## src/rtl/multicycle_controller_if.sv

```systemverilog
// Control/status bundle between the multicycle controller and its datapath.
// The controller takes the master side; the datapath (or a bench) takes the slave side.
interface multicycle_controller_if;
    logic [6:0] op;
    logic [2:0] funct3;
    logic       funct7b5;
    logic       zero;
    logic       mem_ready;
    logic       mem_req;
    logic       pc_write;
    logic       adr_src;
    logic       mem_write;
    logic       ir_write;
    logic       reg_write;
    logic [1:0] result_src;
    logic [1:0] alu_src_a;
    logic [1:0] alu_src_b;
    logic [1:0] imm_src;
    logic [2:0] alu_control;
    logic [3:0] state;
    logic       illegal;

    modport master (
        input  op, funct3, funct7b5, zero, mem_ready,
        output mem_req, pc_write, adr_src, mem_write, ir_write, reg_write,
        output result_src, alu_src_a, alu_src_b, imm_src, alu_control, state, illegal
    );

    modport slave (
        output op, funct3, funct7b5, zero, mem_ready,
        input  mem_req, pc_write, adr_src, mem_write, ir_write, reg_write,
        input  result_src, alu_src_a, alu_src_b, imm_src, alu_control, state, illegal
    );
endinterface

```

## src/rtl/multicycle_controller.sv

```systemverilog
// Multicycle RV32 subset control FSM (lw/sw/R/I/beq/jal) with memory wait states
// and an optional sticky trap on illegal opcodes.
module multicycle_controller #(
    parameter int ERROR_TRAP = 1
) (
    input  logic                    clk,
    input  logic                    rst,
    multicycle_controller_if.master bus
);
    typedef enum logic [3:0] {
        FETCH    = 4'd0,
        DECODE   = 4'd1,
        MEMADR   = 4'd2,
        MEMREAD  = 4'd3,
        MEMWB    = 4'd4,
        MEMWRITE = 4'd5,
        EXECUTER = 4'd6,
        EXECUTEI = 4'd7,
        ALUWB    = 4'd8,
        BEQ      = 4'd9,
        JAL      = 4'd10,
        ERROR    = 4'd11
    } state_t;

    localparam logic [6:0] OP_LOAD  = 7'b0000011;
    localparam logic [6:0] OP_STORE = 7'b0100011;
    localparam logic [6:0] OP_RTYPE = 7'b0110011;
    localparam logic [6:0] OP_ITYPE = 7'b0010011;
    localparam logic [6:0] OP_BEQ   = 7'b1100011;
    localparam logic [6:0] OP_JAL   = 7'b1101111;

    localparam logic [1:0] ALUOP_ADD   = 2'b00;
    localparam logic [1:0] ALUOP_SUB   = 2'b01;
    localparam logic [1:0] ALUOP_FUNCT = 2'b10;

    state_t     state_q;
    state_t     state_d;
    logic       illegal_q;
    logic [1:0] alu_op;
    logic       pc_write_c;
    logic       ir_write_c;
    logic       reg_write_c;
    logic       mem_write_c;
    logic       mem_req_c;

    // Subtract only for R-type funct3=000 with funct7[5] set; I-type (op[5]=0) always adds.
    function automatic logic [2:0] alu_decode(input logic [1:0] aop, input logic [6:0] opc,
                                              input logic [2:0] f3, input logic f7b5);
        logic [2:0] res;
        res = 3'b000;
        case (aop)
            ALUOP_SUB: res = 3'b001;
            ALUOP_FUNCT: begin
                case (f3)
                    3'b000:  res = (opc[5] & f7b5) ? 3'b001 : 3'b000;
                    3'b010:  res = 3'b101;
                    3'b110:  res = 3'b011;
                    3'b111:  res = 3'b010;
                    default: res = 3'b000;
                endcase
            end
            default: res = 3'b000;
        endcase
        return res;
    endfunction

    function automatic logic [1:0] imm_decode(input logic [6:0] opc);
        logic [1:0] res;
        res = 2'b00;
        case (opc)
            OP_STORE: res = 2'b01;
            OP_BEQ:   res = 2'b10;
            OP_JAL:   res = 2'b11;
            default:  res = 2'b00;
        endcase
        return res;
    endfunction

    always_comb begin
        state_d = state_q;
        case (state_q)
            FETCH:    if (bus.mem_ready) state_d = DECODE;
            DECODE: begin
                case (bus.op)
                    OP_LOAD, OP_STORE: state_d = MEMADR;
                    OP_RTYPE:          state_d = EXECUTER;
                    OP_ITYPE:          state_d = EXECUTEI;
                    OP_BEQ:            state_d = BEQ;
                    OP_JAL:            state_d = JAL;
                    default:           state_d = (ERROR_TRAP != 0) ? ERROR : FETCH;
                endcase
            end
            MEMADR:   state_d = bus.op[5] ? MEMWRITE : MEMREAD;
            MEMREAD:  if (bus.mem_ready) state_d = MEMWB;
            MEMWB:    state_d = FETCH;
            MEMWRITE: if (bus.mem_ready) state_d = FETCH;
            EXECUTER: state_d = ALUWB;
            EXECUTEI: state_d = ALUWB;
            ALUWB:    state_d = FETCH;
            BEQ:      state_d = FETCH;
            JAL:      state_d = FETCH;
            ERROR:    state_d = ERROR;
            default:  state_d = FETCH;
        endcase
    end

    always_ff @(posedge clk) begin
        if (!rst) begin
            state_q   <= FETCH;
            illegal_q <= 1'b0;
        end else begin
            state_q   <= state_d;
            illegal_q <= (state_d == ERROR);
        end
    end

    // Per-state datapath controls; anything not set for a state stays 0.
    always_comb begin
        pc_write_c     = 1'b0;
        ir_write_c     = 1'b0;
        reg_write_c    = 1'b0;
        mem_write_c    = 1'b0;
        mem_req_c      = 1'b0;
        bus.adr_src    = 1'b0;
        bus.result_src = 2'b00;
        bus.alu_src_a  = 2'b00;
        bus.alu_src_b  = 2'b00;
        alu_op         = ALUOP_ADD;
        case (state_q)
            FETCH: begin
                mem_req_c     = 1'b1;
                bus.alu_src_b = 2'b10;
                ir_write_c    = bus.mem_ready;
                pc_write_c    = bus.mem_ready;
            end
            DECODE: begin
                bus.alu_src_a = 2'b01;
                bus.alu_src_b = 2'b01;
            end
            MEMADR: begin
                bus.alu_src_a = 2'b10;
                bus.alu_src_b = 2'b01;
            end
            MEMREAD: begin
                mem_req_c   = 1'b1;
                bus.adr_src = 1'b1;
            end
            MEMWB: begin
                bus.result_src = 2'b01;
                reg_write_c    = 1'b1;
            end
            MEMWRITE: begin
                mem_req_c   = 1'b1;
                bus.adr_src = 1'b1;
                mem_write_c = 1'b1;
            end
            EXECUTER: begin
                bus.alu_src_a = 2'b10;
                alu_op        = ALUOP_FUNCT;
            end
            EXECUTEI: begin
                bus.alu_src_a = 2'b10;
                bus.alu_src_b = 2'b01;
                alu_op        = ALUOP_FUNCT;
            end
            ALUWB:    reg_write_c = 1'b1;
            BEQ: begin
                bus.alu_src_a = 2'b10;
                alu_op        = ALUOP_SUB;
                pc_write_c    = bus.zero;
            end
            JAL: begin
                bus.alu_src_a = 2'b01;
                bus.alu_src_b = 2'b10;
                pc_write_c    = 1'b1;
            end
            default: ;
        endcase
    end

    // Architectural write strobes are gated by reset so nothing commits while it is held.
    assign bus.pc_write    = rst & pc_write_c;
    assign bus.ir_write    = rst & ir_write_c;
    assign bus.reg_write   = rst & reg_write_c;
    assign bus.mem_write   = rst & mem_write_c;
    assign bus.mem_req     = rst & mem_req_c;
    assign bus.imm_src     = imm_decode(bus.op);
    assign bus.alu_control = alu_decode(alu_op, bus.op, bus.funct3, bus.funct7b5);
    assign bus.state       = state_q;
    assign bus.illegal     = illegal_q;
endmodule
```

## src/flat_wrapper.sv

```systemverilog
// flat-port wrapper written by rule: the top's interface ports become plain ports
module multicycle_controller_flat 
#(
    parameter int ERROR_TRAP = 1
)
  (clk, rst, bus_op, bus_funct3, bus_funct7b5, bus_zero, bus_mem_ready, bus_mem_req, bus_pc_write, bus_adr_src, bus_mem_write, bus_ir_write, bus_reg_write, bus_result_src, bus_alu_src_a, bus_alu_src_b, bus_imm_src, bus_alu_control, bus_state, bus_illegal);
  multicycle_controller_if bus_i ();
  input  logic clk;
  input  logic rst;
  input wire logic [$bits(bus_i.op)-1:0] bus_op;
  input wire logic [$bits(bus_i.funct3)-1:0] bus_funct3;
  input wire logic [$bits(bus_i.funct7b5)-1:0] bus_funct7b5;
  input wire logic [$bits(bus_i.zero)-1:0] bus_zero;
  input wire logic [$bits(bus_i.mem_ready)-1:0] bus_mem_ready;
  output wire logic [$bits(bus_i.mem_req)-1:0] bus_mem_req;
  output wire logic [$bits(bus_i.pc_write)-1:0] bus_pc_write;
  output wire logic [$bits(bus_i.adr_src)-1:0] bus_adr_src;
  output wire logic [$bits(bus_i.mem_write)-1:0] bus_mem_write;
  output wire logic [$bits(bus_i.ir_write)-1:0] bus_ir_write;
  output wire logic [$bits(bus_i.reg_write)-1:0] bus_reg_write;
  output wire logic [$bits(bus_i.result_src)-1:0] bus_result_src;
  output wire logic [$bits(bus_i.alu_src_a)-1:0] bus_alu_src_a;
  output wire logic [$bits(bus_i.alu_src_b)-1:0] bus_alu_src_b;
  output wire logic [$bits(bus_i.imm_src)-1:0] bus_imm_src;
  output wire logic [$bits(bus_i.alu_control)-1:0] bus_alu_control;
  output wire logic [$bits(bus_i.state)-1:0] bus_state;
  output wire logic [$bits(bus_i.illegal)-1:0] bus_illegal;
  assign bus_i.op = bus_op;
  assign bus_i.funct3 = bus_funct3;
  assign bus_i.funct7b5 = bus_funct7b5;
  assign bus_i.zero = bus_zero;
  assign bus_i.mem_ready = bus_mem_ready;
  assign bus_mem_req = bus_i.mem_req;
  assign bus_pc_write = bus_i.pc_write;
  assign bus_adr_src = bus_i.adr_src;
  assign bus_mem_write = bus_i.mem_write;
  assign bus_ir_write = bus_i.ir_write;
  assign bus_reg_write = bus_i.reg_write;
  assign bus_result_src = bus_i.result_src;
  assign bus_alu_src_a = bus_i.alu_src_a;
  assign bus_alu_src_b = bus_i.alu_src_b;
  assign bus_imm_src = bus_i.imm_src;
  assign bus_alu_control = bus_i.alu_control;
  assign bus_state = bus_i.state;
  assign bus_illegal = bus_i.illegal;
  multicycle_controller #(.ERROR_TRAP(ERROR_TRAP)) u_core (.clk(clk), .rst(rst), .bus(bus_i));
endmodule
```

## config.mk

```make
export PLATFORM = sky130hd
export DESIGN_NAME = multicycle_controller_flat
export DESIGN_NICKNAME = d
export VERILOG_FILES = /design/src/rtl/multicycle_controller_if.sv /design/src/rtl/multicycle_controller.sv /design/src/flat_wrapper.sv
export SDC_FILE = /design/constraint.sdc
export NUM_CORES = 1
export LEC_CHECK = 0
export ABC_AREA = 1
export ABC_CLOCK_PERIOD_IN_PS = 1700
export BUFFER_PORTS_ARGS = -buffer_cell sky130_fd_sc_hd__buf_2
export CORE_MARGIN = 10
export CORE_UTILIZATION = 30
export CTS_BUF_LIST = sky130_fd_sc_hd__clkbuf_4 sky130_fd_sc_hd__clkbuf_8 sky130_fd_sc_hd__clkbuf_16
export DETAILED_ROUTE_END_ITERATION = 10
export GPL_ROUTABILITY_DRIVEN = 0
export PLACE_DENSITY = 0.67
export SLEW_MARGIN = 20
export SYNTH_ARGS = -nofsm -noshare
export SYNTH_HDL_FRONTEND = slang
export SYNTH_SLANG_ARGS = --single-unit
```

## constraint.sdc

```tcl
create_clock -name clk -period 1.7 [get_ports clk]
set_input_delay 0.085 -clock clk [delete_from_list [all_inputs] [get_ports clk]]
set_output_delay 0.085 -clock clk [all_outputs]
set_load 0.01 [all_outputs]
```

Word-level counts from Yosys, hierarchy flattened
Cells that the tools add are included.

Bits in latches: 0. Bits in registers: 5. Memory bits (read-only): 0. Memories kept: 0. Memory bits (writable): 0. Word-level logic and storage cells: 62. Input port bits: 15.

Multiplexer cells: 20. Reductions and logical operators: 11. Multiply operators: 0. Div/mod/pow operators: 0. Bitwise gates (word level): 6. Shift-type cells: 0. Equality and inequality tests: 23. $add $sub $neg: 0. Magnitude comparators: 0.

Operators by type and width (number): 4-bit case mux with 7 select lines (1); 4-bit == test, second input constant (5); 4-bit case mux with 5 select lines (1); 4-bit by 3-bit == test with 1-bit output, second input constant (4); 7-bit by 6-bit == test with 1-bit output, second input constant (2); 7-bit == test, second input constant (2); 4-bit two-way mux (3); 2-bit case mux with 2 select lines (3); 3-bit case mux with 4 select lines (1); 2-bit OR reduction (6); 4-bit by 2-bit == test with 1-bit output, second input constant (2); 7-bit by 2-bit == test with 1-bit output, second input constant (1); 7-bit by 5-bit == test with 1-bit output, second input constant (1); 1-bit two-way mux (7); 1-bit AND (6); 3-bit == test, second input constant (2); 2-bit case mux with 3 select lines (1); 3-bit case mux with 2 select lines (1); 3-bit OR reduction (2); 4-bit by 1-bit == test with 1-bit output, second input constant (1); 4-bit zero test (1); 4-bit OR reduction (1); 3-bit by 2-bit == test with 1-bit output, second input constant (1); 3-bit zero test (1); other kinds (4) (4).

Longest topological paths before layout
Depth after elaboration: 5. Gate-level depth with buffers: 10. Depth with buffers taken out: 10.

Least setup slack after synthesis
No wires, ideal clock.

Path type: register to output. Start: register u_core.state_q[2] (netlist: u_core.bus.state[2]). End: output bus_alu_control[0]. Buffers on the path: 0. Cell stages (with the launch flop): 8. Data arrival time: 1.352 ns. Setup slack: 0.263 ns. Path through: dfxtp_1 inv_1 nor2_2 inv_2 nor2_2 inv_2 ha_1 a31oi_1.

Cells in the longest elaborated chain, start to end: 5. Elaborated cells on any way between the ends: 8. Classes of those cells: eq/ne (5); mux (2); reduce/logical (1).

RTL lines: start, declared (line multicycle_controller.sv:36) `state_t state_q;`; start signal, assigned (line multicycle_controller.sv:112) `state_q <= state_d;`; 4-bit by 3-bit == test with 1-bit output (line multicycle_controller.sv:129) `case (state_q)`; 2-bit OR reduction (no source line); 2-bit case mux with 2 select lines (*) (line multicycle_controller.sv:129); 2-bit == test / 2-bit by 1-bit == test with 1-bit output (equally long branches) (line multicycle_controller.sv:51) `case (aop)`; 3-bit case mux with 2 select lines (*) (line multicycle_controller.sv:51); end, declared (line flat_wrapper.sv:25) `output wire logic [$bits(bus_i.alu_control)-1:0] bus_alu_control;`.

Every way passes the cells marked *; elsewhere a longest branch is shown, timed or not.

Final worst setup path
Start: register u_core.state_q[0] (netlist: u_core.bus.state[0]). End: output bus_alu_control[0].

The elaborated chain is that of the path after synthesis.

==> run metrics <==
outcome finished, final reports clean; IO Port Bufs 35; Synth area leader nand2_1; Core Region approximately 1800 um2; Post-route DRC 0; drt wl/cell approximately 11 um; largest net degree at the start of global routing 8; worst setup margin ~0.060 ns; Starting Density 32.6%; Setup crit end kind primary output; sequential-to-total area share from yosys stat ~17%; most used cell, CP inv_2; final slew viol count 0; P_sw around 0.00056 W; Hold Crit Class input pin to register; Yosys top cell area share a little over a fifth; synthesized cell area roughly 570 um2; Layout Nets around 170; worst slack, placed approximately 0.13 ns; antenna-violating nets left 0; vias in the first global route between 700 and 800; R2R cell count 8; max_cap viols 0; CTS root buffer clkbuf_4; Syn. warnings 0; Ant. Diodes 0; DR top layer met3; layout cells sized above 1 41.6%; WL final 2.03 mm; CTS tree done; die area around 4100 um2; power share of the clock group 13.7%; reg2reg setup slack 0.39 ns; area growth from synthesis to layout 57.7%; CTS Buf Count 3; Critical R2R Launch u_core.bus.state[2]; Syn Nets ~130; DRT Pass-1 Iters 6; Seq cells post-synth 5; Sw Share a little under 50%; Post-Route Skew approximately 0.00032 ns; first-pass GRT wire length roughly 3.2 mm; chip width ~64 um; WP data arrival 1.55 ns; total track usage 8.87%; Critical path origin u_core.bus.state[0]; leakage power between 0.5 and 0.6 nW; Critical Path RT approximately 1.6 ns; clock latency on the worst-skew pair ~0.24 ns; worst-path fanout max 4; Synth Instances around 110; Sink Count 5; Final setup violation count 0; initial antenna violation count 0; post-synth cell types 20; global route overflow 0; Via density 4.66; syn avg cell area about 5.3 um2; Comb pwr share 67.4%; CP Class register to primary output; P per Cell Area between 1000 and 1500 nW/um2; CP Cell Sequence inv_2 -> nor2_4 -> inv_2 -> nor2_4 -> inv_2 -> ha_4 -> nand3b_1 -> a31oi_1 -> buf_2; routed via count roughly 830; H-tree levels 1; Routed met3 length approximately 210 um; Critical Path Start Type register; IO Pins 37; Clock Pin Slew Worst Setup and Hold Paths around 0.050 ns; Crit-path slowest cell dfxtp_4; Die Y between 60 and 70 um; met2 WL approximately 920 um; Final period util 96.4%; maximum clock frequency between 600 and 700 MHz; Internal 0.000571 W; post-DP HPWL approximately 1.7 mm; largest cells by area after synthesis nand2_1 21%, dfxtp_1 17%, inv_1 12%; clk buf depth 2; min Tclk post-route approximately 1.6 ns; Hold Fails Final Rpt 0; hold slack final between 0.1 and 0.15 ns; Initial DRC Count 45; RR Endpoint u_core.bus.illegal; M1 WL 900 um; Sequential Power Share a little under a fifth; worst vdd ir approximately 0.00050 V; CP max stage delay 0.35 ns; Critical Path Sink bus_alu_control[0]; # rows 15
synthesized netlist by cell type:
library cell and number:
inv_2 2, and3_1 2, ha_1 2, nand2_1 32, inv_1 19, nor2_1 18, nor2_2 4, conb_1 1
a211oi_1 1, nand3_1 10, nand4_1 2, buf_4 1, nand3b_1 1, o31ai_1 1, a21oi_1 4, o211ai_1 1
dfxtp_1 5, a31oi_1 1, nand3_2 1, o21ai_0 1
per-layer routing:
layer	vias to the layer above	track usage [%]
met1	358	10.1
li1	433	-
met5	-	0
met2	43	14.2
met4	0	3.01
met3	0	4.18
through the flow:
step	instance area, um2	cells	total power [W]	utilization, %	TNS [ns]
global placement	773	168	0.000853	43.8	0
finish	906	179	0.00113	51.3	0
global route	906	179	0.00124	51.3	-0.00914
CTS	836	174	0.00105	47.4	0
detailed placement	773	168	0.000858	43.8	0
floorplan	574	109	0.000616	-	0
area by class of cell:
cell class	instances	area [um2]
clock buffer	4	30.0
multi-input combinational	82	430
timing repair buffer	42	228
fill	193	858
inverter	21	78.8
tap	25	31.3
sequential	5	108
worst max-delay path: cells and delay by family (launching register included):
| kind | cells | cell delay, ns |
|---|---|---|
| buffers and inverters | 4 | 0.32 |
| AOI/OAI and AO/OA | 1 | 0.09 |
| adders and majority gates | 1 | 0.17 |
| DFF | 1 | 0.35 |
| and+or+nand+nor | 3 | 0.38 |
state kept, by name (all words and copies together), names as in the netlist:
name                cells
u_core.bus.illegal      1
u_core.bus.state        4
power by group through the flow:
| stage | clock network [W] | registers (W) | logic [W] |
|---|---|---|---|
| 6_report | 0.000155 | 0.000213 | 0.000760 |
| 5_1_grt | 0.000166 | 0.000220 | 0.000853 |
| 4_1_cts | 0.000156 | 0.000205 | 0.000688 |
| 3_5_place_dp | 0 | 0.000203 | 0.000655 |
| 3_3_place_gp | 0 | 0.000201 | 0.000653 |
| 2_1_floorplan | 0 | 0.000209 | 0.000407 |
cells in the final DEF, fill, tap and decap left out, drive strengths merged:
cell type	n
nand2	32
nand4	2
dfxtp	5
nand3b	1
a31oi	1
a21oi	4
inv	21
o211ai	1
nor2	22
nand3	11
o21ai	1
o31ai	1
ha	2
clkbuf	4
and3	2
conb	1
buf	42
a211oi	1
worst min-delay path by stage:
stage,start,end,slack [ns],cells past startpoint
6_report,rst,u_core.bus.state[3],0.11,3
5_1_grt,rst,u_core.bus.state[3],0.13,3
4_1_cts,rst,u_core.bus.state[3],0.11,3
3_5_place_dp,rst,u_core.bus.state[3],0.36,3
3_3_place_gp,rst,u_core.bus.state[3],0.35,3
2_1_floorplan,rst,u_core.bus.state[3],0.20,2
what timing repair did:
item	CTS	global route
endpoints found under the setup margin	3	3
gates cloned	0	0
pin swaps	1	5
hold buffers	0	0
resized for setup	6	10
buffers inserted	2	5
kinds of logic after synthesis:
kind of cell	count (synthesis)	synth area share, %
compound gates	9	9.37
fa+ha+maj	2	4.36
buf+inv	22	15.0
flops	5	17.4
other cells	1	0.653
simple gates	70	53.2
Note: power is estimated with default switching activity, not from simulation.
